`config.mk`:
```
export PLATFORM = sky130hd
export DESIGN_NAME = seq_timing_unit_flat
export DESIGN_NICKNAME = d
export VERILOG_FILES = /design/src/rtl/seq_pkg.sv /design/src/rtl/seq_timing_unit_if.sv /design/src/rtl/onehot_decoder.sv /design/src/rtl/seq_timing_unit.sv /design/src/flat_wrapper.sv
export SDC_FILE = /design/constraint.sdc
export NUM_CORES = 1
export LEC_CHECK = 0
export BUFFER_PORTS_ARGS = -buffer_cell sky130_fd_sc_hd__buf_2
export CAP_MARGIN = 20
export CORE_MARGIN = 1.5
export CORE_UTILIZATION = 44
export DETAILED_ROUTE_END_ITERATION = 6
export PLACE_DENSITY = 0.95
export SYNTH_ARGS = -nofsm -noshare
export SYNTH_HDL_FRONTEND = slang
export SYNTH_SLANG_ARGS = --single-unit
```
`constraint.sdc`:
```
create_clock -name Clock -period 3.6 [get_ports Clock]
set_input_delay 0.18 -clock Clock [delete_from_list [all_inputs] [get_ports Clock]]
set_output_delay 0.18 -clock Clock [all_outputs]
set_load 0.03 [all_outputs]
```
`src/rtl/seq_pkg.sv`:
```
// Shared constants, step-action encoding and width helper for the timing sequencer.
package seq_pkg;

  localparam int unsigned FETCH_STEPS = 2;
  localparam int unsigned DECODE_STEP = 2;

  typedef enum logic [2:0] {
    ACT_HOLD,
    ACT_ABORT,
    ACT_RETIRE,
    ACT_WRAP,
    ACT_ADV
  } step_act_e;

  // Step counter width; never below one bit.
  function automatic int unsigned clog2_steps(input int unsigned n);
    if (n < 2) return 1;
    return 32'($clog2(n));
  endfunction

endpackage

```
`src/rtl/seq_timing_unit_if.sv`:
```
// Control-side bundle of the timing sequencer: stall/clear inputs, IR contents, step and decode outputs.
interface seq_timing_unit_if #(
  parameter int unsigned NUM_STEPS = 12,
  parameter int unsigned IR_W      = 16,
  parameter int unsigned OPCODE_W  = 6,
  parameter int unsigned CNT_W     = 16
);
  logic                     Enable;
  logic                     SeqClear;
  logic                     OverrunClr;
  logic [IR_W-1:0]          IRIn;
  logic [NUM_STEPS-1:0]     T;
  logic [2**OPCODE_W-1:0]   D;
  logic                     IR_Write;
  logic                     IR_LH;
  logic                     Illegal;
  logic                     Overrun;
  logic [CNT_W-1:0]         InstrCnt;

  modport master (
    output Enable, SeqClear, OverrunClr, IRIn,
    input  T, D, IR_Write, IR_LH, Illegal, Overrun, InstrCnt
  );

  modport slave (
    input  Enable, SeqClear, OverrunClr, IRIn,
    output T, D, IR_Write, IR_LH, Illegal, Overrun, InstrCnt
  );
endinterface

```
`src/rtl/onehot_decoder.sv`:
```
// Binary to one-hot decoder; select values at or above OUT_W give all zeros.
module onehot_decoder #(
  parameter int unsigned IN_W  = 4,
  parameter int unsigned OUT_W = 16
) (
  input  logic [IN_W-1:0]  sel,
  output logic [OUT_W-1:0] onehot
);

  always_comb begin
    onehot = '0;
    for (int unsigned i = 0; i < OUT_W; i++) begin
      onehot[i] = (i == 32'(sel));
    end
  end

endmodule

```
`src/rtl/seq_timing_unit.sv`:
```
// Instruction timing sequencer: one-hot step/opcode decode, two-step IR fetch, stall,
// early termination, illegal-opcode abort, sticky overrun flag and retired-instruction count.
module seq_timing_unit
  import seq_pkg::*;
#(
  parameter int unsigned NUM_STEPS   = 12,
  parameter int unsigned IR_W        = 16,
  parameter int unsigned OPCODE_W    = 6,
  parameter int unsigned NUM_OPCODES = 36,
  parameter int unsigned CNT_W       = 16
) (
  input  logic              Clock,
  input  logic              Reset,
  seq_timing_unit_if.slave  bus
);

  localparam int unsigned STEP_W = clog2_steps(NUM_STEPS);
  localparam int unsigned D_W    = 2**OPCODE_W;

  logic [STEP_W-1:0]    step_cnt, step_nxt;
  logic                 overrun_q, overrun_nxt;
  logic [CNT_W-1:0]     instr_cnt, instr_nxt;
  logic [OPCODE_W-1:0]  op;
  logic                 fetch, op_legal, illegal;
  logic [NUM_STEPS-1:0] t_vec;
  logic [D_W-1:0]       d_raw;
  logic                 unused_ir_bits;
  step_act_e            act;

  assign op             = bus.IRIn[IR_W-1 -: OPCODE_W];
  assign unused_ir_bits = ^bus.IRIn;
  assign fetch          = step_cnt < STEP_W'(FETCH_STEPS);
  assign op_legal       = 32'(op) < NUM_OPCODES;
  assign illegal        = bus.Enable && (step_cnt == STEP_W'(DECODE_STEP)) && !op_legal;

  onehot_decoder #(.IN_W(STEP_W), .OUT_W(NUM_STEPS)) u_step_dec (
    .sel    (step_cnt),
    .onehot (t_vec)
  );

  onehot_decoder #(.IN_W(OPCODE_W), .OUT_W(D_W)) u_op_dec (
    .sel    (op),
    .onehot (d_raw)
  );

  // Step, overrun flag and instruction counter registers.
  always_ff @(posedge Clock or negedge Reset) begin
    if (!Reset) begin
      step_cnt  <= '0;
      overrun_q <= 1'b0;
      instr_cnt <= '0;
    end else begin
      step_cnt  <= step_nxt;
      overrun_q <= overrun_nxt;
      instr_cnt <= instr_nxt;
    end
  end

  // Next-step priority: stall, abort, retire, wrap, advance.
  always_comb begin
    act         = ACT_ADV;
    step_nxt    = step_cnt;
    instr_nxt   = instr_cnt;
    overrun_nxt = overrun_q && !bus.OverrunClr;

    if (!bus.Enable)                     act = ACT_HOLD;
    else if (illegal)                    act = ACT_ABORT;
    else if (bus.SeqClear && !fetch)     act = ACT_RETIRE;
    else if (step_cnt == STEP_W'(NUM_STEPS-1)) act = ACT_WRAP;

    unique case (act)
      ACT_ABORT:  step_nxt = '0;
      ACT_RETIRE: begin
        step_nxt  = '0;
        instr_nxt = instr_cnt + CNT_W'(1);
      end
      ACT_WRAP: begin
        step_nxt    = '0;
        overrun_nxt = 1'b1;
      end
      ACT_ADV:    step_nxt = step_cnt + STEP_W'(1);
      default:    ;
    endcase
  end

  assign bus.T        = t_vec;
  assign bus.D        = (!fetch && op_legal) ? d_raw : '0;
  assign bus.IR_Write = bus.Enable && fetch;
  assign bus.IR_LH    = fetch && step_cnt[0];
  assign bus.Illegal  = illegal;
  assign bus.Overrun  = overrun_q;
  assign bus.InstrCnt = instr_cnt;

endmodule

```
`src/flat_wrapper.sv`:
```
// flat-port wrapper written by rule: the top's interface ports become plain ports
module seq_timing_unit_flat import seq_pkg::*;
#(
  parameter int unsigned NUM_STEPS   = 12,
  parameter int unsigned IR_W        = 16,
  parameter int unsigned OPCODE_W    = 6,
  parameter int unsigned NUM_OPCODES = 36,
  parameter int unsigned CNT_W       = 16
)
  (Clock, Reset, bus_Enable, bus_SeqClear, bus_OverrunClr, bus_IRIn, bus_T, bus_D, bus_IR_Write, bus_IR_LH, bus_Illegal, bus_Overrun, bus_InstrCnt);
  seq_timing_unit_if #(.NUM_STEPS(NUM_STEPS), .IR_W(IR_W), .OPCODE_W(OPCODE_W), .CNT_W(CNT_W)) bus_i ();
  input  logic Clock;
  input  logic Reset;
  input wire logic [$bits(bus_i.Enable)-1:0] bus_Enable;
  input wire logic [$bits(bus_i.SeqClear)-1:0] bus_SeqClear;
  input wire logic [$bits(bus_i.OverrunClr)-1:0] bus_OverrunClr;
  input wire logic [$bits(bus_i.IRIn)-1:0] bus_IRIn;
  output wire logic [$bits(bus_i.T)-1:0] bus_T;
  output wire logic [$bits(bus_i.D)-1:0] bus_D;
  output wire logic [$bits(bus_i.IR_Write)-1:0] bus_IR_Write;
  output wire logic [$bits(bus_i.IR_LH)-1:0] bus_IR_LH;
  output wire logic [$bits(bus_i.Illegal)-1:0] bus_Illegal;
  output wire logic [$bits(bus_i.Overrun)-1:0] bus_Overrun;
  output wire logic [$bits(bus_i.InstrCnt)-1:0] bus_InstrCnt;
  assign bus_i.Enable = bus_Enable;
  assign bus_i.SeqClear = bus_SeqClear;
  assign bus_i.OverrunClr = bus_OverrunClr;
  assign bus_i.IRIn = bus_IRIn;
  assign bus_T = bus_i.T;
  assign bus_D = bus_i.D;
  assign bus_IR_Write = bus_i.IR_Write;
  assign bus_IR_LH = bus_i.IR_LH;
  assign bus_Illegal = bus_i.Illegal;
  assign bus_Overrun = bus_i.Overrun;
  assign bus_InstrCnt = bus_i.InstrCnt;
  seq_timing_unit #(.NUM_STEPS(NUM_STEPS), .IR_W(IR_W), .OPCODE_W(OPCODE_W), .NUM_OPCODES(NUM_OPCODES), .CNT_W(CNT_W)) u_core (.Clock(Clock), .Reset(Reset), .bus(bus_i));
endmodule
```
# == Yosys cells after proc, flatten, opt, wreduce, memory -nomap -nowiden ==
# Index checks and enable logic that the tools add are counted.
# op_classes
n_addsub,2
order_cmp,2
n_eq_ne,80
n_mux,7
reduce_logical,14
# ops
cell,n
$eq 6x6->1 const A,32
$eq 5x6->1 const A,16
$mux 64,1
$eq 4x6->1 const A,8
$eq 3x6->1 const A,4
$add 16x1->16 const B,1
$eq 3x4->1 const A,4
$eq 4x4->1 const A,4
$eq 2x6->1 const A,2
$mux 3,4
$eq 2x4->1 const A,2
$pmux 4 s2,1
$logic_and 1x1->1,7
$eq 1x6->1 const A,1
$eq 3x2->1 const B,2
$logic_not 6->1,1
$lt 6x6->1 const B,1
$add 4x1->4 const B,1
$eq 1x4->1 const A,1
$eq 4x2->1 const B,1
$eq 4x4->1 const B,1
$logic_not 4->1,1
$lt 4x2->1 const B,1
$eq 3x1->1 const B,1
other kinds (5),7
# totals
ff_bits,21
input_bits,21
output_inout_bits,96
wordCells,108

# == Logic depth before layout (Yosys ltp) ==
# logic_depth
depth_word,9
ltp_mapped,6
mapped_depth_nobuf,6

# == By module ==
# A second synthesis with hierarchy kept.
# unflattened
cells_unflattened,290
hier_area_um2,2168.3
# modules_own_cells
module,n_inst,cells_each,area_per_inst_um2,seq_area_each_um2
seq_timing_unit,1,179,1514.0,525.5
onehot_decoder at u_core.u_op_dec,1,95,461.7,0.0
onehot_decoder at u_core.u_step_dec,1,16,192.7,0.0

# == Worst setup path after synthesis ==
# Ideal clock, no wire load.
# synth_timing
path_type,register to output
startpoint,reg u_core.step_cnt[0]
endpoint,out bus_Illegal
t_arrival_ps,1589
t_required_ps,3420
slack_ps,1831
stages_incl_launch_ff,5
path_buffers,0
path_cell_list,dfrtp_1 > inv_1 > ha_1 > nand4bb_4 > nor3_1
# synth_via
elab_chain_cells,3
# synth_rtl
element,line_no,source
from (decl),seq_timing_unit.sv:20,"logic [STEP_W-1:0] step_cnt, step_nxt;"
from (signal assigned),seq_timing_unit.sv:53,step_cnt <= step_nxt;
$eq 4x2->1,seq_timing_unit.sv:34,assign illegal = bus.Enable && (step_cnt == STEP_W'(DECODE_STEP)) && !op_legal;
$logic_and 1x1->1 (2 in series),seq_timing_unit.sv:34,
to (decl),flat_wrapper.sv:22,output wire logic [$bits(bus_i.Illegal)-1:0] bus_Illegal;
# Every way passes these cells.

# == Worst setup path after layout ==
# layout_timing
startpoint,reg u_core.step_cnt[3]
endpoint,out bus_D[30]
# layout_via
elab_chain_cells,4
# layout_rtl
element,line_no,source
$lt 4x2->1,seq_timing_unit.sv:32,assign fetch = step_cnt < STEP_W'(FETCH_STEPS);
$logic_not 1->1,seq_timing_unit.sv:87,assign bus.D = (!fetch && op_legal) ? d_raw : '0;
$logic_and 1x1->1,seq_timing_unit.sv:87,
$mux 64,seq_timing_unit.sv:87,
to (decl),flat_wrapper.sv:19,output wire logic [$bits(bus_i.D)-1:0] bus_D;
# Every way passes these cells.

==> summary.md <==
| Metric | Value |
|---|---|
| Outcome | finished clean |
| F_max | 482 MHz |
| Reg-to-reg endpoint | u_core.bus.InstrCnt[1] |
| Slew @ Worst Pin | 579 ps |
| Vias | 1518 |
| Inserted Clock Buffers | 3 |
| Clock Pin Slew Worst Setup and Hold Paths | 80 ps |
| Crit Path Class | register to output port |
| Ys Warns | 0 |
| Post-synthesis area per instance | between 8 and 9 um2 |
| Worst slew margin | 61.1% |
| Routability cong. | ~0.72 |
| Crit path capture | bus_D[30] |
| Die W | 64.2 um |
| Yosys reg bits | 21 |
| Hold Violations, Final | 0 |
| Critical Path Start Type | register |
| Sequential area share after synthesis | 31.9% |
| Post-synth top area share | 31.9% |
| Worst IR drop on VDD | 0.426 mV |
| Req. time, crit path | around 3400 ps |
| Worst Reg-to-Reg Cells | 5 |
| Num Clock Sinks | 21 |
| Grt ovf | 0 |
| CORE AREA | 3630 um2 |
| DRT iter0 DRCs | between 50 and 60 |
| IO Pins | 117 |
| Final Power | 1050 uW |
| Number of global-route vias before repair | between 1000 and 1500 |
| Final Cycle Share | 57.6% |
| IO buf count | just under 80 |
| Leading cell types by count after synthesis | nor2_1 (40), buf_4 (28), dfrtp_1 (21) |
| Lkg Pwr | 0.00117 uW |
| Initial antenna violation count | 0 |
| CTS root buf | clkbuf_8 |
| Pre-CTS WS | 1820 ps |
| TNS Setup | 0 ps |
| Ranking of synthesized cells by area | dfrtp_1 (32%), buf_4 (13%), nor2_1 (9.1%), and2_1 (4.9%), xnor2_1 (4.8%) |
| Vias/cell | 4.66 |
| First-pass DRT Iterations | 4 |
| PnR worst setup slack | 1530 ps |
| H-tree Lvls | 1 |
| Cell area after synthesis | 1650 um2 |
| CTS tree | done |
| Std-Cell Rows | 22 |
| Layout cells sized above 1 | 32.0% |
| Cell taking the most area after synthesis | dfrtp_1 |
| Pwr dens | 521 nW/um2 |
| Setup slack, reg-to-reg | 1910 ps |
| Max-Cap Viols | 0 |
| CP arrival | 1890 ps |
| Synth async-reset ratio | 100% |
| Largest net degree at the start of global routing | 22 |
| RSZ-0062 raised after global routing | false |
| Die footprint | 4120 um2 |
| Number of diodes | 0 |
| Area delta synth->final | 22.8% |
| Worst-case clock buffer depth | 2 |
| Clk Latency, worst-skew pair | around 270 ps |
| Routed len/inst | 11.6 um |
| Final HPWL DP | ~3000 um |
| Final ANT Viol Nets | 0 |
| Die Y | 64.2 um |
| Drc violations | 0 |
| Hold Path Class | input port to register |
| CP Launch Point | u_core.step_cnt[3] |
| All-layer global routing usage | 18.1% |
| Post-synth EDFFs | 0 |
| Crit. End Element | output port |
| Top_reg_cell synth | dfrtp_1 |
| Synth Instances | 200 |
| Setup Buffers After CTS | 0 |
| Slew Limit Fails | 0 |
| Worst Skew | 6.87 ps |
| Final setup fails | 0 |
| Worst R2R Start | u_core.step_cnt[0] |
| Post-cts resize count | 0 |
| Hold_ws | 109 ps |
| Count of different cell masters after synthesis | 34 |
| Initial Util | between 40% and 50% |
| Global-route wire length before repair | 5920 um |
| Most common cell in the netlist | nor2_1 |
| # nets final | slightly above 300 |
| Routed WL | 3790 um |
| Min Tclk post-route | between 2000 and 2500 ps |
| Critical Path Fanout Max | 8 |
## cell usage in the layout, fill, tap and decap left out
cell type and count:
buf_2 78, nor2_1 40, conb_1 28, dfrtp_1 21, and2_1 13, nand2_1 12, nand3_1 11, xnor2_1 9
inv_1 8, nor3_1 7, xor2_1 7, ha_1 5, and3_1 4, nand4_1 4, nand2b_1 3, nor2b_1 3
and4_1 3, clkbuf_8 3, o22ai_1 2, o21ai_0 2, and2b_1 1, nand4bb_4 1, nor3_2 1, nand4bb_1 1
nor3b_1 1, or2_2 1, o21a_1 1, mux2i_1 1, o31a_2 1, o21ai_2 1, o2bb2ai_1 1, o211a_4 1
mux2_4 1, clkinv_2 1, dlygate4sd3_1 1
## through the flow
stage	instance area, um2	instances	util (%)
final	2020	326	55.6
after global routing	2020	326	55.6
after CTS	2020	326	55.6
after detailed placement	1960	321	54.1
after global placement	1960	321	54.1
after floorplan	1750	227	-
## cell type report
cell class	count	area, um2
clock buffers	3	41.3
clock inverters	1	5.00
fillers	339	1610
inverters	8	30.0
multi-input cells	166	958
flip-flops and latches	21	526
well taps	48	60.1
repair buffers	79	400
## routing by layer
metal | wire, um | vias up | track usage, % | part of all wire [%]
li1 | - | 756 | - | -
met1 | 1450 | 688 | 18.4 | 38
met2 | 2030 | 72 | 37.0 | 53
met3 | 286 | 2 | 3.70 | 7.6
met4 | 27 | 0 | 3.99 | 0.71
met5 | 0 | - | 0 | 0
## logic make-up after synthesis
family / after synthesis / share of synthesized area, %
AOI/OAI and AO/OA: 9 / 4.56
adders and majority gates: 5 / 3.80
buffers and inverters: 40 / 16.0
and+or+nand+nor: 106 / 33.5
other: 1 / 0.228
muxes: 2 / 1.52
xor gates and xnor gates: 16 / 8.52
DFF: 21 / 31.9
## worst min path at each step
stage / slack [ps] / endpoint / cells past startpoint / from
floorplan: -120 / u_core.bus.InstrCnt[0] / 0 / Reset
global placement: 160 / u_core.bus.InstrCnt[9] / 1 / Reset
detailed placement: 160 / u_core.bus.InstrCnt[10] / 1 / Reset
CTS: 110 / u_core.bus.Overrun / 2 / bus_OverrunClr
global route: 100 / u_core.bus.Overrun / 2 / bus_OverrunClr
finish: 110 / u_core.bus.Overrun / 2 / bus_OverrunClr
## power by group
part	switching [uW]	internal, uW
registers	66.9	278
clock network	80.1	77.3
logic	373	179
## registers in the layout, indices dropped and copies added (netlist names)
register,count
u_core.bus.InstrCnt,16
u_core.bus.Overrun,1
u_core.step_cnt,4
## timing repair
item                                   in CTS  in global routing
setup endpoints to repair                   0                  0
hold buffers                                1                  0
endpoints found under the hold margin      21                  0
## critical path: stages, from the launching register on
cell and delay [ps]:
dfrtp_1 480, nor3_1 160, nor3b_1 410, nand3_1 230, nor2_1 140, buf_2 210
No activity file was read; power rests on OpenSTA's default activity.
